===== src/rtl/rom_arbiter.sv =====
// Two-master Wishbone arbiter sharing one ROM slave: grant held for a whole cyc,
// round-robin on ties, and a no-ack watchdog that answers with err instead of hanging.
module rom_arbiter #(
    parameter int unsigned AW      = 3,
    parameter int unsigned DW      = 32,
    parameter int unsigned TIMEOUT = 15
) (
    input  logic              clk_i,
    input  logic              rst_i,

    input  logic              m0_cyc_i,
    input  logic              m0_stb_i,
    input  logic [DW/8-1:0]   m0_sel_i,
    input  logic [AW-1:0]     m0_adr_i,
    output logic              m0_ack_o,
    output logic              m0_err_o,
    output logic [DW-1:0]     m0_dat_o,

    input  logic              m1_cyc_i,
    input  logic              m1_stb_i,
    input  logic [DW/8-1:0]   m1_sel_i,
    input  logic [AW-1:0]     m1_adr_i,
    output logic              m1_ack_o,
    output logic              m1_err_o,
    output logic [DW-1:0]     m1_dat_o,

    output logic              s_cyc_o,
    output logic              s_stb_o,
    output logic [DW/8-1:0]   s_sel_o,
    output logic [AW-1:0]     s_adr_o,
    input  logic              s_ack_i,
    input  logic [DW-1:0]     s_dat_i,

    output logic [1:0]        gnt_o
);

    localparam logic [7:0] TMO = 8'(TIMEOUT);

    typedef enum logic [1:0] {
        S_IDLE = 2'd0,
        S_M0   = 2'd1,
        S_M1   = 2'd2
    } state_t;

    state_t            r_state, w_state_nxt;
    logic              r_last, w_last_nxt;
    logic [7:0]        r_tcnt, w_tcnt_nxt;

    logic              w_busy;
    logic              w_sel_m1;
    logic              w_cyc;
    logic              w_stb;
    logic [DW/8-1:0]   w_sel;
    logic [AW-1:0]     w_adr;
    logic              w_timeout;

    always_ff @(posedge clk_i or posedge rst_i) begin
        if (rst_i) begin
            r_state <= S_IDLE;
            r_last  <= 1'b1;
            r_tcnt  <= '0;
        end else begin
            r_state <= w_state_nxt;
            r_last  <= w_last_nxt;
            r_tcnt  <= w_tcnt_nxt;
        end
    end

    // Mux of the granted master's request; an ack in the compare cycle beats the watchdog.
    always_comb begin
        w_busy    = (r_state != S_IDLE);
        w_sel_m1  = (r_state == S_M1);
        w_cyc     = w_sel_m1 ? m1_cyc_i : m0_cyc_i;
        w_stb     = w_sel_m1 ? m1_stb_i : m0_stb_i;
        w_sel     = w_sel_m1 ? m1_sel_i : m0_sel_i;
        w_adr     = w_sel_m1 ? m1_adr_i : m0_adr_i;
        w_timeout = w_busy && w_stb && !s_ack_i && (r_tcnt == TMO);
    end

    always_comb begin
        w_state_nxt = r_state;
        w_last_nxt  = r_last;
        w_tcnt_nxt  = '0;
        case (r_state)
            S_IDLE: begin
                if (m0_cyc_i && m1_cyc_i)
                    w_state_nxt = r_last ? S_M0 : S_M1;
                else if (m0_cyc_i)
                    w_state_nxt = S_M0;
                else if (m1_cyc_i)
                    w_state_nxt = S_M1;
            end
            S_M0, S_M1: begin
                if (!w_cyc || w_timeout) begin
                    w_state_nxt = S_IDLE;
                    w_last_nxt  = w_sel_m1;
                end else if (w_stb && !s_ack_i) begin
                    w_tcnt_nxt = r_tcnt + 8'd1;
                end
            end
            default: w_state_nxt = S_IDLE;
        endcase
    end

    always_comb begin
        s_cyc_o  = w_busy && w_cyc && !w_timeout;
        s_stb_o  = w_busy && w_stb && !w_timeout;
        s_sel_o  = w_busy ? w_sel : '0;
        s_adr_o  = w_busy ? w_adr : '0;
        m0_ack_o = (r_state == S_M0) && s_ack_i;
        m1_ack_o = (r_state == S_M1) && s_ack_i;
        m0_err_o = (r_state == S_M0) && w_timeout;
        m1_err_o = (r_state == S_M1) && w_timeout;
        m0_dat_o = s_dat_i;
        m1_dat_o = s_dat_i;
        gnt_o    = {r_state == S_M1, r_state == S_M0};
    end

endmodule


===== config.mk =====
export PLATFORM = sky130hd
export DESIGN_NAME = rom_arbiter
export DESIGN_NICKNAME = d
export VERILOG_FILES = /design/src/rtl/rom_arbiter.sv
export SDC_FILE = /design/constraint.sdc
export NUM_CORES = 1
export LEC_CHECK = 0
export CAP_MARGIN = 5
export CORE_MARGIN = 4
export CORE_UTILIZATION = 29
export DETAILED_ROUTE_END_ITERATION = 10
export PLACE_DENSITY = 0.81
export SLEW_MARGIN = 20
export SYNTH_ARGS = -nofsm -noshare
export SYNTH_HDL_FRONTEND = slang
export SYNTH_SLANG_ARGS = --single-unit

===== constraint.sdc =====
create_clock -name clk_i -period 2.79 [get_ports clk_i]
set_input_delay 0.6975 -clock clk_i [delete_from_list [all_inputs] [get_ports clk_i]]
set_output_delay 0.6975 -clock clk_i [all_outputs]
set_load 0.03 [all_outputs]

* Yosys cells after proc, flatten, opt, wreduce, memory -nomap -nowiden
Cells that the tools add are included.
** Word-level totals
- Output and inout port bits :: 79
- Register bits after elaboration :: 11
- Bits of input ports :: 53
** Operators by class
- Reduce and logical (&&, ||, !) cells :: 21
- Eq/ne operators :: 5
- Mux-type cells :: 15
- $add $sub $neg :: 1
** Operators with widths (number)
- $mux 8 :: 3
- $logic_and 1x1->1 :: 12
- $mux 2 :: 5
- $add 8x1->8 const B :: 1
- $eq 8x4->1 const B :: 1
- $mux 4 :: 2
- $mux 3 :: 2
- $ne 4x4->1 const B :: 1
- $pmux 2 s2 :: 1
- $reduce_and 2->1 :: 2
- $logic_not 1->1 :: 3
- $eq 2x1->1 const B :: 1
- $eq 2x2->1 const B :: 1
- $logic_not 2->1 :: 1
- $mux 1 :: 2
- $ne 2x2->1 const B :: 1
- $reduce_bool 2->1 :: 1
- $reduce_or 2->1 :: 1
- $logic_or 1x1->1 :: 1

* Longest topological paths before layout
Gate-level depths: netlist of the first run.
- Word-level depth :: 8
- Mapped depth :: 8
- Depth with buffers taken out :: 6

* Worst setup path after synthesis of the first run
OpenSTA, ideal clock, no wires.
- Path kind :: reg-to-output
- From :: register r_state[0]
- To :: output port s_cyc_o
- Slack :: 0.167 ns
- Cell stages (with the launch flop) :: 7
- Arrival time :: 1.925 ns
- Cells stage by stage :: dfrtp_1 > inv_1 > ha_1 > clkbuf_2 > mux2i_1 > nor4_4 > nor3_1
** Between the ends
- Cells in the longest elaborated chain, start to end :: 7
- Elaborated cells between the ends (all ways) :: 10
- Classes of those cells :: eq/ne: 1; mux: 2; reduce/logical: 7
** RTL lines
- from (decl) :: line 45 : state_t r_state, w_state_nxt;
- from (signal assigned) :: line 63 : r_state <= w_state_nxt;
- $eq 2x2->1 (*) :: line 72 : w_sel_m1 = (r_state == S_M1);
- named net w_sel_m1 :: line 50 : logic w_sel_m1;
- $mux 1 :: line 74 : w_stb = w_sel_m1 ? m1_stb_i : m0_stb_i;
- $logic_and 1x1->1 (3 in a row) :: line 77 : w_timeout = w_busy && w_stb && !s_ack_i && (r_tcnt == TMO);
- $logic_not 1->1 :: line 106 : s_cyc_o = w_busy && w_cyc && !w_timeout;
- $logic_and 1x1->1 (*) :: line 106
- to (decl) :: line 27 : output logic s_cyc_o,
The timed path passes the listed nets; every way through them passes the cells marked *.

* Worst setup path in the final report of the first run
- From :: input port m1_stb_i
- To :: output port s_stb_o
** Between the ends
- Cells in the longest elaborated chain, start to end :: 6
** RTL lines
- from (decl) :: line 20 : input logic m1_stb_i,
- $mux 1 (*) :: line 74
- $logic_and 1x1->1 (*) :: line 77, 107
- $logic_and 1x1->1 (2 in a row) :: line 77
- $logic_not 1->1 :: line 107 : s_stb_o = w_busy && w_stb && !w_timeout;
- $logic_and 1x1->1 (*) :: line 107
- to (decl) :: line 28 : output logic s_stb_o,
Mark *: on every way between the ends. The rest lies on a longest branch, timed or not.

==> impl_metrics.yaml, run 1 <==
global_route:
  antenna_found_initial: 0
  grt.overflow.total: 0
  first_global_vias: 804
  grt_pass1_wl_um: 3460
  grtUsageTotal_pct: 8.32
  grt_max_degree: 14
routing:
  drt-pass1-iter-count: 4
  routed_wl_um: 2360
  vias: 762
  wire_per_inst_um: 13.4
  viasPerCell: 4.33
  drc: 0
  drtIter0Drc: 47
  drt.antenna.violating_nets: 0
worst_setup_path:
  start_kind: "primary input"
  cpLargestDelayFamily: "buffers and inverters"
  critPathSlowestCell: "dlygate4sd2_1"
  cp.arrival_ps: 2060
  slowest_delay_ps: 430
  crit_start: "m1_stb_i"
  worst_ep_required_time_ps: 2090
  path_buf_inv: 2
  worstSetupEndpointType: "output pin"
  path_max_fanout: 2
  r2r_start: "r_state[0]"
  crit_path_cell_trace: "clkdlybuf4s50_1, mux2i_1, nor4_4, nor3_1, dlygate4sd2_1"
  worstSetupPathType: "in -> out"
timing:
  final.period_utilization_pct: 98.7
  fmax_ghz: 0.363
  tightest_slew_ps: 434
  setup_violations: 0
  drv_slew: 0
  finalHoldViolCount: 0
  finalCriticalPeriod_ps: 2750
  slew_headroom_pct: 71.0
  rsz0062_at_grt: "false"
  fin_setup_tns_ps: 0
  fin_skew_ps: 0.702
clocking:
  cts_sinks: 11
  numCtsBuffers: 3
  h-tree-depth: 1
  root_buffer: "clkbuf_8"
  clk_latency_ps: 240
  clk_pin_slew_ps: 50
  clockBufferDepth: 2
  cts_tree: "yes"
floorplanning:
  dieArea_mm2: 0.00549
  start_util_pct: 30.8
  core_mm2: 0.00412
  ioPinCount: 132
  rows: 23
  die_w_um: 74.1
  die_h_um: 74.1
yosys:
  synthMuxAreaShare_pct: 7.11
  synth-simple-area-share_pct: 16.3
  synth.avg_cell_area_um2: 8.45
  synthDominantCellAreaShare_pct: 38.5
  synth_area_leader_cell: "buf_4"
  synth-compound-area-share_pct: 5.13
  ys_ff_latch: 11
  synth_cell_types: 31
  syn_inst: 150
  ys_warn_count: 0
  syn-num-nets: 207
  ys_seq_area_share_pct: 21.8
  synthXorXnorAreaFrac_pct: 4.15
  ys_top_cells_by_area: "buf_4, dfrtp_1, mux2i_1"
  syn_area_mm2: 0.00127
  synthAdderAreaFrac_pct: 3.95
  synth_top_family_by_area: "buffers and inverters"
finish:
  fillers: 431
  num_antenna_cells: 0
  drive_gt1_share_pct: 17.5
  fin_area_mm2: 0.00125
  nets: 184
  area_delta_synth_final_pct: -1.18
placed_design:
  hpwlAfterDp_um: 1860
  numPortBuffers: 35
  placed_area_mm2: 0.00119
  globalplace.congestion: 0.821
hold_path:
  holdCritPathClass: "reg -> reg"
  min_from: "r_tcnt[0]"
job:
  maxCapViolCount: 0
pwr:
  p_leak_nw: 0.548
  peakVddDrop_mv: 0.190
  power_per_cell_area_mw_per_mm2: 745
run_status:
  status: "completed"
## per-stage QoR
stage	setup WS, ps	utilization (%)	total power (W)	hold slack (ps)	std cells
finish	35.1	30.4	0.000933	485	176
detailed placement	-253	29.0	0.000809	484	170
floorplan	167	-	0.000760	433	150
CTS	0.311	29.9	0.000945	491	174
global placement	-219	29.0	0.000799	448	170
global route	3.65	30.4	0.000986	507	176
## sequential cells by signal (all words and copies together) (netlist names)
name,count
r_last,1
r_tcnt,8
r_state,2
## cells in the mapped netlist
master / n
buf_4: 65
nor2_1: 17
dfrtp_1: 10
mux2i_1: 9
inv_1: 6
ha_1: 4
xnor2_1: 4
nand2_1: 3
nor3_1: 3
o211ai_1: 3
and2_1: 2
and2_2: 2
clkbuf_1: 2
nand3_1: 2
xor2_1: 2
a311o_1: 1
and3_1: 1
buf_1: 1
clkbuf_2: 1
dfstp_2: 1
nand2b_1: 1
nand3b_1: 1
nand4b_1: 1
nor3_2: 1
nor4_4: 1
o2111ai_1: 1
o21ai_0: 1
o21ba_2: 1
o311ai_0: 1
or4_1: 1
or4_4: 1
## report_power, final
part	leakage [nW]	switching, W	internal (W)	total (W)
clock network	0.0255	0.0000638	0.0000984	0.000162
logic	0.375	0.000340	0.000227	0.000567
registers	0.148	0.0000174	0.000187	0.000205
total	0.548	0.000421	0.000513	0.000933
## routing by layer
layer	share of wire (%)	up-vias	track usage, %
met4	3.7	0	8.65
met2	51	27	13.2
met5	0	-	0
li1	-	372	-
met1	37	351	8.43
met3	8.0	12	2.43
## what timing repair did
item | CTS | global route
endpoints found under the setup margin | 7 | 3
resized for setup | 7 | 2
pin swaps | 0 | 1
setup buffers | 0 | 2
hold buffers | 0 | 0
## final timing paths
path,end,slack (ps),cells past startpoint
setup / recovery,s_stb_o,40,5
hold / removal,r_tcnt[0],480,1
setup reg to reg,r_tcnt[0],520,7
hold reg to reg,r_tcnt[0],480,1
max in group asynchronous,r_last,1690,2
min in group asynchronous,r_tcnt[2],770,2
## cell families (layout without fill, tap and decap cells)
family,count (synthesis),count (layout)
compound gates,8,8
buf+inv,75,51
fa+ha+maj,4,4
flops,11,11
simple gates,37,37
mux,9,9
xor+xnor,6,6
## final cells by class
type	count	area, um^2	share of cell area [%]
clock inverters	1	5.00	0.400
multi-input cells	64	464	37.1
clock buffers	3	41.3	3.30
flip-flops and latches	11	277	22.1
repair buffers	41	380	30.4
well taps	50	62.6	5.00
inverters	6	22.5	1.80
## placed cells by master (no fill, tap or decap), types with 4 or more instances in the layout
cell type        netlist  routed
clkdlybuf4s50_1        0      22
inv_1                  6       6
xnor2_1                4       4
buf_4                 65      10
dfrtp_1               10      10
ha_1                   4       4
dlygate4sd2_1          0       7
nor2_1                17      17
mux2i_1                9       9
Power figures use the tool's default switching activity.
==> inputs of run 2 (changes only) <==
- CORE_MARGIN: 4 -> 1.5
- SETUP_SLACK_MARGIN: not set -> 0.05
- SKIP_LAST_GASP: not set -> 1
==> impl_metrics.yaml, run 2 (synthesis results as in run 1) <==
finish:
  fin_cells: 177
  drive_gt1_share_pct: 21.3
  nets: 185
  fillers: 429
  num_antenna_cells: 0
  largest_register_ffs: 8
  largest-register: "r_tcnt"
  most-common-layout-cells: "clkdlybuf4s50_1, nor2_1, buf_4, dfrtp_1, mux2i_1"
  final_common_cell: "clkdlybuf4s50_1"
  register_area_um2: 277
  area_delta_synth_final_pct: 5.23
  top_regs: "r_tcnt x8, r_state x2, r_last x1"
  multi_input_area_um2: 504
run_status:
  status: "completed"
clocking:
  clk_latency_ps: 230
  clk_pin_slew_ps: 50
  clockBufferDepth: 2
  numCtsBuffers: 3
  cts_tree: "yes"
  root_buffer: "clkbuf_8"
  h-tree-depth: 1
  holdBufCountCts: 0
  cts_sinks: 11
floorplanning:
  die_w_um: 69.1
  ioPinCount: 132
  dieArea_mm2: 0.00478
  die_h_um: 69.1
  rows: 23
  start_util_pct: 31.0
  core_mm2: 0.00409
worst_setup_path:
  start_kind: "primary input"
  cp.arrival_ps: 2070
  worst_ep_required_time_ps: 2090
  worstSetupPathType: "in -> out"
  reg2reg_depth: 8
  worstSetupEndpointType: "output pin"
  path_max_fanout: 1
placed_design:
  numPortBuffers: 35
  globalplace.congestion: 0.757
  hpwlAfterDp_um: 1730
  dp.cells: 168
timing:
  rsz0062_at_grt: "true"
  drv_slew: 0
  fin_skew_ps: 0.903
  fin_hold_ws_ps: 457
  finalCriticalPeriod_ps: 2760
  fin_setup_tns_ps: 0
  tightest_slew_ps: 428
  slew_headroom_pct: 71.4
  fmax_ghz: 0.362
  setup_violations: 0
  final.period_utilization_pct: 99.0
  finalHoldViolCount: 0
job:
  maxCapViolCount: 0
routing:
  routed_wl_um: 2470
  drt.antenna.violating_nets: 0
  drc: 0
  vias: 785
  drt-pass1-iter-count: 4
  drtIter0Drc: 39
  wire_per_inst_um: 14.0
  viasPerCell: 4.44
hold_path:
  holdPathStages: 1
  holdCritPathClass: "reg -> reg"
global_route:
  antenna_found_initial: 0
  grt_max_degree: 15
  grt_pass1_wl_um: 3680
  grt.overflow.total: 0
  grtUsageTotal_pct: 9.37
  first_global_vias: 759
pwr:
  power_per_cell_area_mw_per_mm2: 785
  p_leak_nw: 0.592
  peakVddDrop_mv: 0.222
[run 2: cell types whose count changed in the layout (fill, tap and decap cells not counted), sizes merged]
cell / delta
buf: +2
clkbuf: +1
dlymetal6s2s: +5
clkinv: -1
clkdlybuf4s50: +1
dlygate4sd2: -7
[run 2: critical path, cell delays in order]
cell and delay [ps]:
clkdlybuf4s50_1 460, mux2i_1 60, nor2_1 120, clkdlybuf4s50_1 720
[run 2: metal layers]
| metal | track usage (%) | routed length (um) | vias up |
|---|---|---|---|
| met2 | 13.0 | 1240 | 32 |
| met5 | 0 | 0 | - |
| met4 | 7.41 | 40 | 0 |
| li1 | - | - | 376 |
| met3 | 3.65 | 211 | 2 |
| met1 | 11.3 | 980 | 375 |
[run 2: final timing paths]
| kind | startpoint | endpoint | slack (ps) |
|---|---|---|---|
| max reg2reg | r_state[0] | r_tcnt[5] | 530 |
| max in group asynchronous | rst_i | r_last | 1700 |
| min reg2reg | r_tcnt[0] | r_tcnt[0] | 460 |
| min in group asynchronous | rst_i | r_tcnt[0] | 760 |
| max | m0_adr_i[2] | s_adr_o[2] | 30 |
| min | r_tcnt[0] | r_tcnt[0] | 460 |
[run 2: layout make-up]
type / instances / share of cell area [%]
clock buffer: 4 / 3.38
multi-input combinational: 64 / 37.8
tap: 50 / 4.69
inverter: 6 / 1.69
timing repair buffer: 42 / 31.7
sequential: 11 / 20.7
[run 2: where the power goes]
part / internal (W) / switching [W]
clock: 0.000100 / 0.0000563
combinational: 0.000316 / 0.000365
sequential: 0.000188 / 0.0000222
[run 2: what timing repair did]
action,4_1_cts,5_1_grt
endpoints found under the setup margin,11,11
gates resized for setup,2,18
pin swaps,1,4
setup buffers,1,4
cloned,0,0
[run 2: through the flow]
stage               setup WS (ps)  cell area, um^2  total power (W)  util (%)
floorplan                     167             1270         0.000760         -
detailed placement           49.1             1180         0.000786      28.8
finish                       27.1             1330          0.00105      32.6
global placement             77.1             1180         0.000776      28.8
CTS                          51.6             1230         0.000959      30.2
global route                -6.77             1330          0.00111      32.6
==> inputs of run 3 (changes only) <==
- SLEW_MARGIN: 20 -> not set
- clock period: 2.79 -> 2.75 ns (I/O delays scaled with it)
==> impl_metrics.yaml, run 3 (synthesis results as in run 1) <==
finish:
  drive_gt1_share_pct: 23.4
  largest-register: "r_tcnt"
  most-common-layout-cells: "clkdlybuf4s50_1, nor2_1, buf_4"
  nets: 186
  multi_input_area_um2: 485
  register_area_um2: 277
  final_common_cell: "clkdlybuf4s50_1"
  area_delta_synth_final_pct: 1.97
  largest_register_ffs: 8
  fin_area_mm2: 0.00129
  num_antenna_cells: 0
  top_regs: "r_tcnt x8, r_state x2, r_last x1"
  fillers: 447
global_route:
  grt.overflow.total: 0
  use_met1_pct: 10.8
  met2_usage_pct: 13.8
  antenna_found_initial: 0
  grt_pass1_wl_um: 3660
  grt-busiest-layer: "met2"
  use_met3_pct: 3.95
  grt_max_degree: 12
  grtUsageTotal_pct: 9.24
  first_global_vias: 790
timing:
  slew_headroom_pct: 72.5
  drv_slew: 0
  rsz0062_at_grt: "true"
  fin_setup_tns_ps: 0
  final.period_utilization_pct: 96.4
  fin_hold_ws_ps: 461
  finalCriticalPeriod_ps: 2650
  tightest_slew_ps: 412
  fin_skew_ps: 0.543
  finalHoldViolCount: 0
  setup_violations: 0
  postLayoutSetupSlackWorst_ps: 98.2
  fmax_ghz: 0.377
routing:
  vias: 780
  wire_per_inst_um: 12.8
  viasPerCell: 4.38
  drt-pass1-iter-count: 4
  routed_wl_um: 2280
  drtIter0Drc: 42
  drt.antenna.violating_nets: 0
  drc: 0
pwr:
  peakVddDrop_mv: 0.204
  p_leak_nw: 0.559
  power_per_cell_area_mw_per_mm2: 793
floorplanning:
  ioPinCount: 132
  core_mm2: 0.00409
  rows: 23
  die_h_um: 69.1
  dieArea_mm2: 0.00478
  die_w_um: 69.1
  start_util_pct: 31.0
clocking:
  clk_latency_ps: 230
  h-tree-depth: 1
  clk_pin_slew_ps: 50
  cts_tree: "yes"
  clockBufferDepth: 2
  root_buffer: "clkbuf_8"
  numCtsBuffers: 3
  cts_sinks: 11
  holdBufCountCts: 0
run_status:
  status: "completed"
worst_setup_path:
  worst_ep_required_time_ps: 2060
  start_kind: "primary input"
  rrSetupSlack_ps: 600
  path_max_fanout: 1
  worstSetupPathType: "in -> out"
  worstSetupEndpointType: "output pin"
  cp.arrival_ps: 1960
hold_path:
  holdCritPathClass: "reg -> reg"
job:
  maxCapViolCount: 0
placed_design:
  globalplace.congestion: 0.825
  hpwlAfterDp_um: 1720
  dp_worst_setup_slack_ps: 57.2
  numPortBuffers: 35
  placed_area_mm2: 0.00120
## run 3: cell count changes in the layout (fill, tap and decap cells not counted)
| cell | change |
|---|---|
| dlymetal6s2s_1 | -4 |
| clkdlybuf4s50_1 | -1 |
| ha_4 | -1 |
| mux2i_4 | -1 |
| buf_12 | -1 |
| buf_4 | +3 |
| inv_1 | -1 |
| mux2i_2 | +1 |
| dlygate4sd2_1 | +4 |
| ha_2 | +1 |
| inv_2 | +1 |
## run 3: worst max-delay path: stages
cell and delay [ps]:
clkdlybuf4s50_1 460, mux2i_1 60, nor2_1 80, clkdlybuf4s50_1 670
## run 3: what timing repair did
item                       in CTS  in global routing
setup buffers                   0                  3
pin swaps                       1                  3
resized for setup               4                 12
setup endpoints to repair       6                  5
## run 3: final timing paths
path	startpoint	to	cells past startpoint
max in group asynchronous	rst_i	r_last	2
min in group asynchronous	rst_i	r_tcnt[5]	2
max reg2reg	r_state[0]	r_tcnt[3]	7
min reg2reg	r_tcnt[0]	r_tcnt[0]	1
min	r_tcnt[0]	r_tcnt[0]	1
max	m0_sel_i[1]	s_sel_o[1]	4
## run 3: per-stage QoR
step	power [W]	utilization, %	std cells
floorplan	0.000771	-	150
global placement	0.000809	29.3	171
detailed placement	0.000820	29.3	171
CTS	0.000965	30.3	175
global route	0.00109	31.6	178
finish	0.00102	31.6	178
## run 3: final cells by class
cell class,count,share of cell area (%)
sequential,11,21.4
timing repair buffer,43,31.0
multi-input combinational,64,37.6
clock buffer,4,3.48
inverter,6,1.74
tap,50,4.84
## run 3: where the power goes
part           switching, W  internal (W)
registers         0.0000194      0.000190
clock network     0.0000537      0.000101
logic              0.000367      0.000293
total              0.000440      0.000585
## run 3: metal layers
metal | routed length, um | up-vias
met2 | 1070 | 27
met4 | 36 | 0
met3 | 188 | 4
li1 | - | 378
met1 | 991 | 371
met5 | 0 | -
